===== config.mk =====
export PLATFORM = sky130hd
export DESIGN_NAME = score_bcd_display
export DESIGN_NICKNAME = d
export VERILOG_FILES = /design/src/rtl/display_pkg.sv /design/src/rtl/score_bcd_display_bin2bcd_seq.sv /design/src/rtl/score_bcd_display.sv
export SDC_FILE = /design/constraint.sdc
export NUM_CORES = 1
export LEC_CHECK = 0
export ABC_AREA = 0
export CAP_MARGIN = 20
export CORE_AREA = 2 2 119 121
export DETAILED_ROUTE_END_ITERATION = 12
export DIE_AREA = 0 0 121 123
export SLEW_MARGIN = 0
export SYNTH_ARGS = -nofsm -noshare
export SYNTH_HDL_FRONTEND = slang
export SYNTH_SLANG_ARGS = --single-unit

===== constraint.sdc =====
create_clock -name clk -period 2.5 [get_ports clk]
set_input_delay 0.5 -clock clk [delete_from_list [all_inputs] [get_ports clk]]
set_output_delay 0.5 -clock clk [all_outputs]
set_load 0.1 [all_outputs]

===== src/rtl/display_pkg.sv =====
// Shared types and constants for the score display: converter FSM states,
// saturation limit and active-low seven-segment glyphs.
package display_pkg;

  typedef enum logic [1:0] {
    ST_IDLE  = 2'd0,
    ST_SHIFT = 2'd1,
    ST_DONE  = 2'd2
  } conv_state_t;

  localparam logic [13:0] SAT_MAX      = 14'd9999;
  localparam logic [19:0] SAT_MAX_WIDE = 20'd9999;
  localparam logic [3:0]  LAST_ITER    = 4'd13;

  // Active-low {g,f,e,d,c,b,a}
  localparam logic [6:0] SEG_0     = 7'h40;
  localparam logic [6:0] SEG_1     = 7'h79;
  localparam logic [6:0] SEG_2     = 7'h24;
  localparam logic [6:0] SEG_3     = 7'h30;
  localparam logic [6:0] SEG_4     = 7'h19;
  localparam logic [6:0] SEG_5     = 7'h12;
  localparam logic [6:0] SEG_6     = 7'h02;
  localparam logic [6:0] SEG_7     = 7'h78;
  localparam logic [6:0] SEG_8     = 7'h00;
  localparam logic [6:0] SEG_9     = 7'h10;
  localparam logic [6:0] SEG_BLANK = 7'h7F;

  function automatic logic [6:0] seg_decode(input logic [3:0] nib);
    logic [6:0] glyph;
    case (nib)
      4'd0:    glyph = SEG_0;
      4'd1:    glyph = SEG_1;
      4'd2:    glyph = SEG_2;
      4'd3:    glyph = SEG_3;
      4'd4:    glyph = SEG_4;
      4'd5:    glyph = SEG_5;
      4'd6:    glyph = SEG_6;
      4'd7:    glyph = SEG_7;
      4'd8:    glyph = SEG_8;
      4'd9:    glyph = SEG_9;
      default: glyph = SEG_BLANK;
    endcase
    return glyph;
  endfunction

  function automatic logic [3:0] add3(input logic [3:0] nib);
    return (nib >= 4'd5) ? nib + 4'd3 : nib;
  endfunction

  // Double-dabble correction applied to all four nibbles before each shift
  function automatic logic [15:0] bcd_adjust(input logic [15:0] bcd);
    logic [15:0] adj;
    for (int i = 0; i < 4; i++) begin
      adj[i*4 +: 4] = add3(bcd[i*4 +: 4]);
    end
    return adj;
  endfunction

endpackage


===== src/rtl/score_bcd_display_bin2bcd_seq.sv =====
// Free-running 14-bit to 4-digit BCD converter: one capture cycle,
// fourteen shift-add-3 cycles and one result cycle, repeating forever.
module bin2bcd_seq
  import display_pkg::*;
(
  input  logic        clk,
  input  logic        rst,
  input  logic [13:0] bin,
  output logic [15:0] bcd,
  output logic        done
);

  conv_state_t state_r;
  logic [15:0] scratch_r;
  logic [13:0] bin_r;
  logic [3:0]  iter_r;
  logic        done_r;
  logic [15:0] adj_s;
  logic [29:0] shifted_s;

  // Correct the scratch digits and shift the combined register by one bit
  always_comb begin
    adj_s     = bcd_adjust(scratch_r);
    shifted_s = {adj_s, bin_r} << 5'd1;
  end

  // Converter FSM; done is high exactly in the cycle scratch holds the result
  always_ff @(posedge clk) begin
    if (rst) begin
      state_r   <= ST_IDLE;
      scratch_r <= 16'h0000;
      bin_r     <= 14'd0;
      iter_r    <= 4'd0;
      done_r    <= 1'b0;
    end else begin
      case (state_r)
        ST_IDLE: begin
          bin_r     <= bin;
          scratch_r <= 16'h0000;
          iter_r    <= LAST_ITER;
          done_r    <= 1'b0;
          state_r   <= ST_SHIFT;
        end
        ST_SHIFT: begin
          scratch_r <= shifted_s[29:14];
          bin_r     <= shifted_s[13:0];
          iter_r    <= iter_r - 4'd1;
          if (iter_r == 4'd0) begin
            done_r  <= 1'b1;
            state_r <= ST_DONE;
          end else begin
            done_r  <= 1'b0;
            state_r <= ST_SHIFT;
          end
        end
        ST_DONE: begin
          done_r  <= 1'b0;
          state_r <= ST_IDLE;
        end
        default: begin
          done_r  <= 1'b0;
          state_r <= ST_IDLE;
        end
      endcase
    end
  end

  assign bcd  = scratch_r;
  assign done = done_r;

endmodule


===== src/rtl/score_bcd_display.sv =====
// Four-digit multiplexed seven-segment driver for the score / high score,
// saturated to 9999 and shown in decimal with optional leading-zero blanking.
module score_bcd_display
  import display_pkg::*;
#(
  parameter int REFRESH_BITS = 18,
  parameter bit BLANK_LZ     = 1'b1
) (
  input  logic        clk,
  input  logic        rst,
  input  logic        hi,
  input  logic [19:0] score,
  input  logic [19:0] highest,
  output logic [7:0]  seg,
  output logic [3:0]  an
);

  logic [19:0] sel_s;
  logic [13:0] sat_s;
  logic [15:0] conv_bcd_s;
  logic        conv_done_s;
  logic [15:0] bcd_q_r;
  logic [REFRESH_BITS-1:0] refresh_r;
  logic [1:0]  digit_s;
  logic [3:0]  nib_s;
  logic        blank_s;
  logic [6:0]  glyph_s;
  logic        dp_s;
  logic [7:0]  seg_r;
  logic [3:0]  an_r;

  // Pick the value to show and clamp it to four decimal digits
  always_comb begin
    sel_s = hi ? highest : score;
    if (sel_s > SAT_MAX_WIDE) begin
      sat_s = SAT_MAX;
    end else begin
      sat_s = sel_s[13:0];
    end
  end

  bin2bcd_seq u_conv (
    .clk  (clk),
    .rst  (rst),
    .bin  (sat_s),
    .bcd  (conv_bcd_s),
    .done (conv_done_s)
  );

  // Displayed value only ever takes complete conversion results
  always_ff @(posedge clk) begin
    if (rst) begin
      bcd_q_r <= 16'h0000;
    end else if (conv_done_s) begin
      bcd_q_r <= conv_bcd_s;
    end else begin
      bcd_q_r <= bcd_q_r;
    end
  end

  // Select the active digit's nibble and decide whether it is a leading zero
  always_comb begin
    digit_s = refresh_r[REFRESH_BITS-1 -: 2];
    case (digit_s)
      2'd3: begin
        nib_s   = bcd_q_r[15:12];
        blank_s = BLANK_LZ && (bcd_q_r[15:12] == 4'd0);
      end
      2'd2: begin
        nib_s   = bcd_q_r[11:8];
        blank_s = BLANK_LZ && (bcd_q_r[15:8] == 8'd0);
      end
      2'd1: begin
        nib_s   = bcd_q_r[7:4];
        blank_s = BLANK_LZ && (bcd_q_r[15:4] == 12'd0);
      end
      2'd0: begin
        nib_s   = bcd_q_r[3:0];
        blank_s = 1'b0;
      end
      default: begin
        nib_s   = 4'd0;
        blank_s = 1'b1;
      end
    endcase
    glyph_s = blank_s ? SEG_BLANK : seg_decode(nib_s);
    // dp marks the high-score view and tracks the live hi input
    dp_s    = ~((digit_s == 2'd0) && hi);
  end

  // Refresh counter and registered digit/segment drive
  always_ff @(posedge clk) begin
    if (rst) begin
      refresh_r <= '0;
      seg_r     <= 8'hFF;
      an_r      <= 4'hF;
    end else begin
      refresh_r <= refresh_r + {{(REFRESH_BITS-1){1'b0}}, 1'b1};
      seg_r     <= {dp_s, glyph_s};
      an_r      <= ~(4'b0001 << digit_s);
    end
  end

  assign seg = seg_r;
  assign an  = an_r;

endmodule

==> flow_summary.ini, run 1 <==
[run_status]
status = finished, final reports clean

[yosys]
ys_seq_area_share_pct = 41.6
syn_area_um2 = 3990
synth_most_common_cell = dfxtp_1
ys_warn_count = 0
synth_cells = 461
syn_nets = 519
netlist.top_cell.by_area = dfxtp_1
synth_cell_types = 44
synthTopCellsByCount = dfxtp_1 (83), nor2_1 (65), a21oi_1 (35)
synth_async_sr_flop_share_pct = 0
ys_ff_latch = 83
ys_top_cells_by_area = dfxtp_1 (42%), mux2i_1 (6.5%), nor2_1 (6.1%)
ys.flop_type = dfxtp_1
avgSynthCellArea_um2 = 8.66
synth_edf_count = 0
netlist.area_leader.share_pct = 41.6

[placement]
port_buffers = 54
dp_cells = 680
dp_hpwl_um = 6160
gp_congestion = 0.789
dpl-instance-area_um2 = 4700
dp_slack_ps = -120

[floorplanning]
die_h_um = 123
dieArea_um2 = 14900
die_w_um = 121
fp-row-count = 43
core_um2 = 13600
io_pins = 55
start_util_pct = 29.3

[global_routing]
grt_pass1_vias = 3287
grt_start_max_net_pins = 40
grt_remaining_overflow = 0
antenna_found_initial = 0
grtUsageTotal_pct = 12.2
grt_pass1_wl_um = 14800

[power_and_ir_drop]
p_per_area_nw_per_um2 = 646
leakage_nw = 1.82
ir_worst_vdd_mv = 0.369
fin_total_pwr_mw = 3.26

[sta]
hold_viol = 0
post-route-period-util_pct = 90.4
finClkSkew_ps = 9.08
setup_ws_ps = 239
rsz0062_at_grt = false
slew_viol_final = 0
slew_headroom_pct = 37.7
finalSetupViolations = 0
whs_ps = 473
tightest_slew_ps = 934
finalCriticalPeriod_ps = 2260
setup_tns_ps = 0
fmax_mhz = 442

[detailed_routing]
finalWirelength_um = 8550
postRouteAntennaNets = 0
drtIter0Drc = 126
vias_per_cell = 4.83
vias = 3359
post_drt_wl_per_cell_um = 12.3
route.detailed.drc = 0
firstDrtPassIters = 4

[worst_setup_path]
reg2reg_slack_ps = 550
crit_fanout = 13
worst_ep_required_time_ps = 2700
startpoint_type = input port
rr_endpoint = seg[4]
arrival_ps = 2460
rr_startpoint = refresh_r[17]
startpoint = score[19]
r2r.worst_path.cells = 6
path_class = in2reg
crit_path_end_kind = flop

[final_layout]
seqCellArea_um2 = 1660
finalNetCount = 569
drive_gt1_share_pct = 8.74
fin_util_pct = 37.0
stdcell_area_um2 = 5040
fillerInstances = 1379
multi_input_area_um2 = 2140
instances_no_fill = 695
area_growth_pct = 26.2
num_antenna_cells = 0

[cts]
worstSkewPairLatency_ps = 330
root_buffer = clkbuf_16
cts_resized = 0
postCtsHoldBufs = 0
cts_buffers = 9
cts_tree = done
clkSinkCount = 83
postCtsSetupRepairBufs = 0
clk_pin_slew_worst_paths_ps = 60
cts_buffer_depth = 2
htreeDepth = 3

[run]
cap_viol_max_count = 0

[hold_path]
worst_hold_path.endpoint = u_conv.bin_r[13]
worstHoldStart = u_conv.bin_r[13]
hold_depth = 2
holdCritPathClass = reg2reg
kinds of logic (layout without fill, tap and decap cells):
family,count (synthesis),after routing,share of synthesized area [%]
and+or+nand+nor,160,160,19.1
AOI/OAI and AO/OA,101,101,16.1
DFF,83,83,41.6
buffers and inverters,48,102,4.76
muxes,30,30,8.49
xor gates and xnor gates,24,24,5.27
adders and majority gates,15,15,4.70
state kept, by name, summed over array words and instances (netlist names):
register and flops:
u_conv.bcd 16, bcd_q_r 16, u_conv.bin_r 14, u_conv.state_r 2, u_conv.iter_r 4, an 4, seg 8, u_conv.done 1
refresh_r 18
placed cells by master, fill, tap and decap left out, types with 5 or more instances in the layout:
master / n
a21oi_1: 35
and3_1: 6
clkbuf_16: 9
nor2b_1: 8
inv_1: 21
nand3_1: 15
nor3_1: 17
xnor2_1: 9
o21ai_0: 18
nand2_1: 20
nand2b_1: 6
a22oi_1: 7
ha_1: 15
buf_4: 23
o2bb2ai_1: 6
nor2_1: 65
o21a_1: 7
a2111oi_0: 5
mux2i_1: 26
dfxtp_1: 83
clkdlybuf4s50_1: 41
xor2_1: 15
a211oi_1: 15
nor4_1: 6
per-layer routing:
metal	GRT usage (%)	wire length, um
met1	15.6	4140
met2	20.2	3890
met4	4.94	121
met5	0	0
met3	2.63	397
power by group:
group	switching [mW]	internal [mW]	total [mW]
clock	0.510	1.00	1.51
sequential	0.0392	1.36	1.40
combinational	0.191	0.150	0.342
area by class of cell:
type                    count  area share, %
well taps                 180           4.47
flip-flops and latches     83           33.0
repair buffers             65           11.7
multi-input cells         330           42.5
clock inverters             4           1.96
clock buffers              11           4.82
inverters                  22           1.64
how the worst max path moves through the flow:
stage / endpoint / depth (start not counted)
finish: u_conv.bin_r[10] / 6
CTS: u_conv.bin_r[2] / 6
global placement: u_conv.bin_r[2] / 6
global route: u_conv.bin_r[1] / 6
floorplan: u_conv.bin_r[10] / 6
detailed placement: u_conv.bin_r[2] / 6
critical path, stage by stage:
cell             delay [ps]
clkdlybuf4s50_1         390
or4_1                   500
or4_1                   430
a22oi_1                 200
o21a_2                  320
a211oi_1                110
Power figures use the tool's default switching activity.
==> inputs of run 2 (changes only) <==
--- a/config.mk
+++ b/config.mk
@@ -7,9 +7,9 @@
 export LEC_CHECK = 0
 export ABC_AREA = 0
 export CAP_MARGIN = 20
-export CORE_AREA = 2 2 119 121
+export CORE_AREA = 3 3 104 106
 export DETAILED_ROUTE_END_ITERATION = 12
-export DIE_AREA = 0 0 121 123
+export DIE_AREA = 0 0 107 109
 export SLEW_MARGIN = 0
 export SYNTH_ARGS = -nofsm -noshare
 export SYNTH_HDL_FRONTEND = slang
==> flow_summary.ini, run 2 (synthesis gave the netlist of run 1 again) <==
[run_status]
status = finished, final reports clean

[sta]
fmax_mhz = 440
slew_viol_final = 0
finalCriticalPeriod_ps = 2270
finClkSkew_ps = 13.5
slew_headroom_pct = 55.0
setup_tns_ps = 0
hold_viol = 0
post-route-period-util_pct = 91.0
rsz0062_at_grt = false
setup_ws_ps = 226
finalSetupViolations = 0
tightest_slew_ps = 675
whs_ps = 479

[final_layout]
layout_commonest_cell = dfxtp_1
largest_reg_flops = 18
num_antenna_cells = 0
final_cell_mix = dfxtp_1 (83), nor2_1 (65), clkdlybuf4s50_1 (41), a21oi_1 (35), mux2i_1 (26)
fillerInstances = 977
regMostFlops = refresh_r
stdcell_area_um2 = 4870
drive_gt1_share_pct = 9.11
seqCellArea_um2 = 1660
area_growth_pct = 21.9
multi_input_area_um2 = 2140
finalNetCount = 569

[cts]
clkSinkCount = 83
postCtsHoldBufs = 0
cts_buffers = 9
cts_resized = 0
worstSkewPairLatency_ps = 360
cts_buffer_depth = 2
htreeDepth = 3
root_buffer = clkbuf_8
cts_tree = done
clk_pin_slew_worst_paths_ps = 90
postCtsSetupRepairBufs = 0

[placement]
gp_congestion = 0.766
dp_slack_ps = -167
port_buffers = 54
dp_hpwl_um = 6090
dpl-instance-area_um2 = 4640

[detailed_routing]
drtIter0Drc = 134
firstDrtPassIters = 4
vias = 3301
postRouteAntennaNets = 0
finalWirelength_um = 8500
route.detailed.drc = 0
post_drt_wl_per_cell_um = 13.1
vias_per_cell = 5.09

[worst_setup_path]
crit_path_end_kind = flop
startpoint_type = input port
crit_chain = clkdlybuf4s50_1 -> or4_1 -> or4_1 -> a22oi_1 -> o21a_2 -> a211oi_1
cp_num_buf_inv = 1
path_common_cell = or4_1
max_stage_delay_ps = 510
crit_fanout = 13
worst_ep_required_time_ps = 2720
arrival_ps = 2490
crit_family = simple AND/OR/NAND/NOR gates
path_class = in2reg
critPathSlowestCell = or4_1

[run]
cap_viol_max_count = 0

[floorplanning]
core_um2 = 9860
die_w_um = 107
die_h_um = 109
fp-row-count = 36
start_util_pct = 40.5
io_pins = 55
dieArea_um2 = 11700

[global_routing]
grt_pass1_vias = 3154
antenna_found_initial = 0
grt_pass1_wl_um = 14600
grt_start_max_net_pins = 39
grtUsageTotal_pct = 15.5
grt_remaining_overflow = 0

[power_and_ir_drop]
p_per_area_nw_per_um2 = 578
ir_worst_vdd_mv = 0.226
leakage_nw = 1.77

[hold_path]
holdCritPathClass = reg2reg
run 2: power by group:
part / switching [mW] / total [mW] / internal (mW)
registers: 0.0373 / 1.40 / 1.36
clock network: 0.482 / 1.07 / 0.589
logic: 0.193 / 0.343 / 0.150
run 2: metrics by stage:
| stage | util (%) | power [mW] | std cells |
|---|---|---|---|
| floorplan | - | 1.64 | 461 |
| global placement | 47.0 | 1.77 | 633 |
| detailed placement | 47.0 | 1.78 | 633 |
| CTS | 49.3 | 2.85 | 649 |
| global route | 49.3 | 2.95 | 649 |
| finish | 49.3 | 2.81 | 649 |
run 2: routing by layer:
layer	vias up	track usage, %	wire, um
li1	1717	-	-
met3	6	4.44	457
met5	-	0	0
met1	1496	20.1	4010
met2	82	25.7	3960
met4	0	3.56	76
run 2: worst reg2reg max path: stages, from the launching register on:
cell and delay, ps:
dfxtp_1 620, inv_1 330, nand2_1 440, nand2_1 90, a21oi_1 170, o22ai_1 90
run 2: final cells by class:
type / count / share of cell area [%]
flip-flops and latches: 83 / 34.1
multi-input cells: 330 / 44.0
inverters: 22 / 1.70
repair buffers: 65 / 12.1
clock buffers: 10 / 2.83
well taps: 133 / 3.42
clock inverters: 6 / 1.83
run 2: final timing paths:
check                                  startpoint          endpoint  slack [ps]  cells after the start
worst min register to register   u_conv.bin_r[13]  u_conv.bin_r[13]         480                      2
worst max register to register  u_conv.state_r[1]  u_conv.bin_r[13]         620                      5
worst max-delay path                    score[19]   u_conv.bin_r[3]         230                      6
worst min-delay path             u_conv.bin_r[13]  u_conv.bin_r[13]         480                      2
==> inputs of run 3 (changes only) <==
--- a/config.mk
+++ b/config.mk
@@ -8,6 +8,7 @@
 export ABC_AREA = 0
 export CAP_MARGIN = 20
 export CORE_AREA = 3 3 104 106
+export CTS_CLUSTER_DIAMETER = 50
 export DETAILED_ROUTE_END_ITERATION = 12
 export DIE_AREA = 0 0 107 109
 export SLEW_MARGIN = 0
==> results of run 3 <==
Final layout, timing and power as in run 2 (identical DEF).
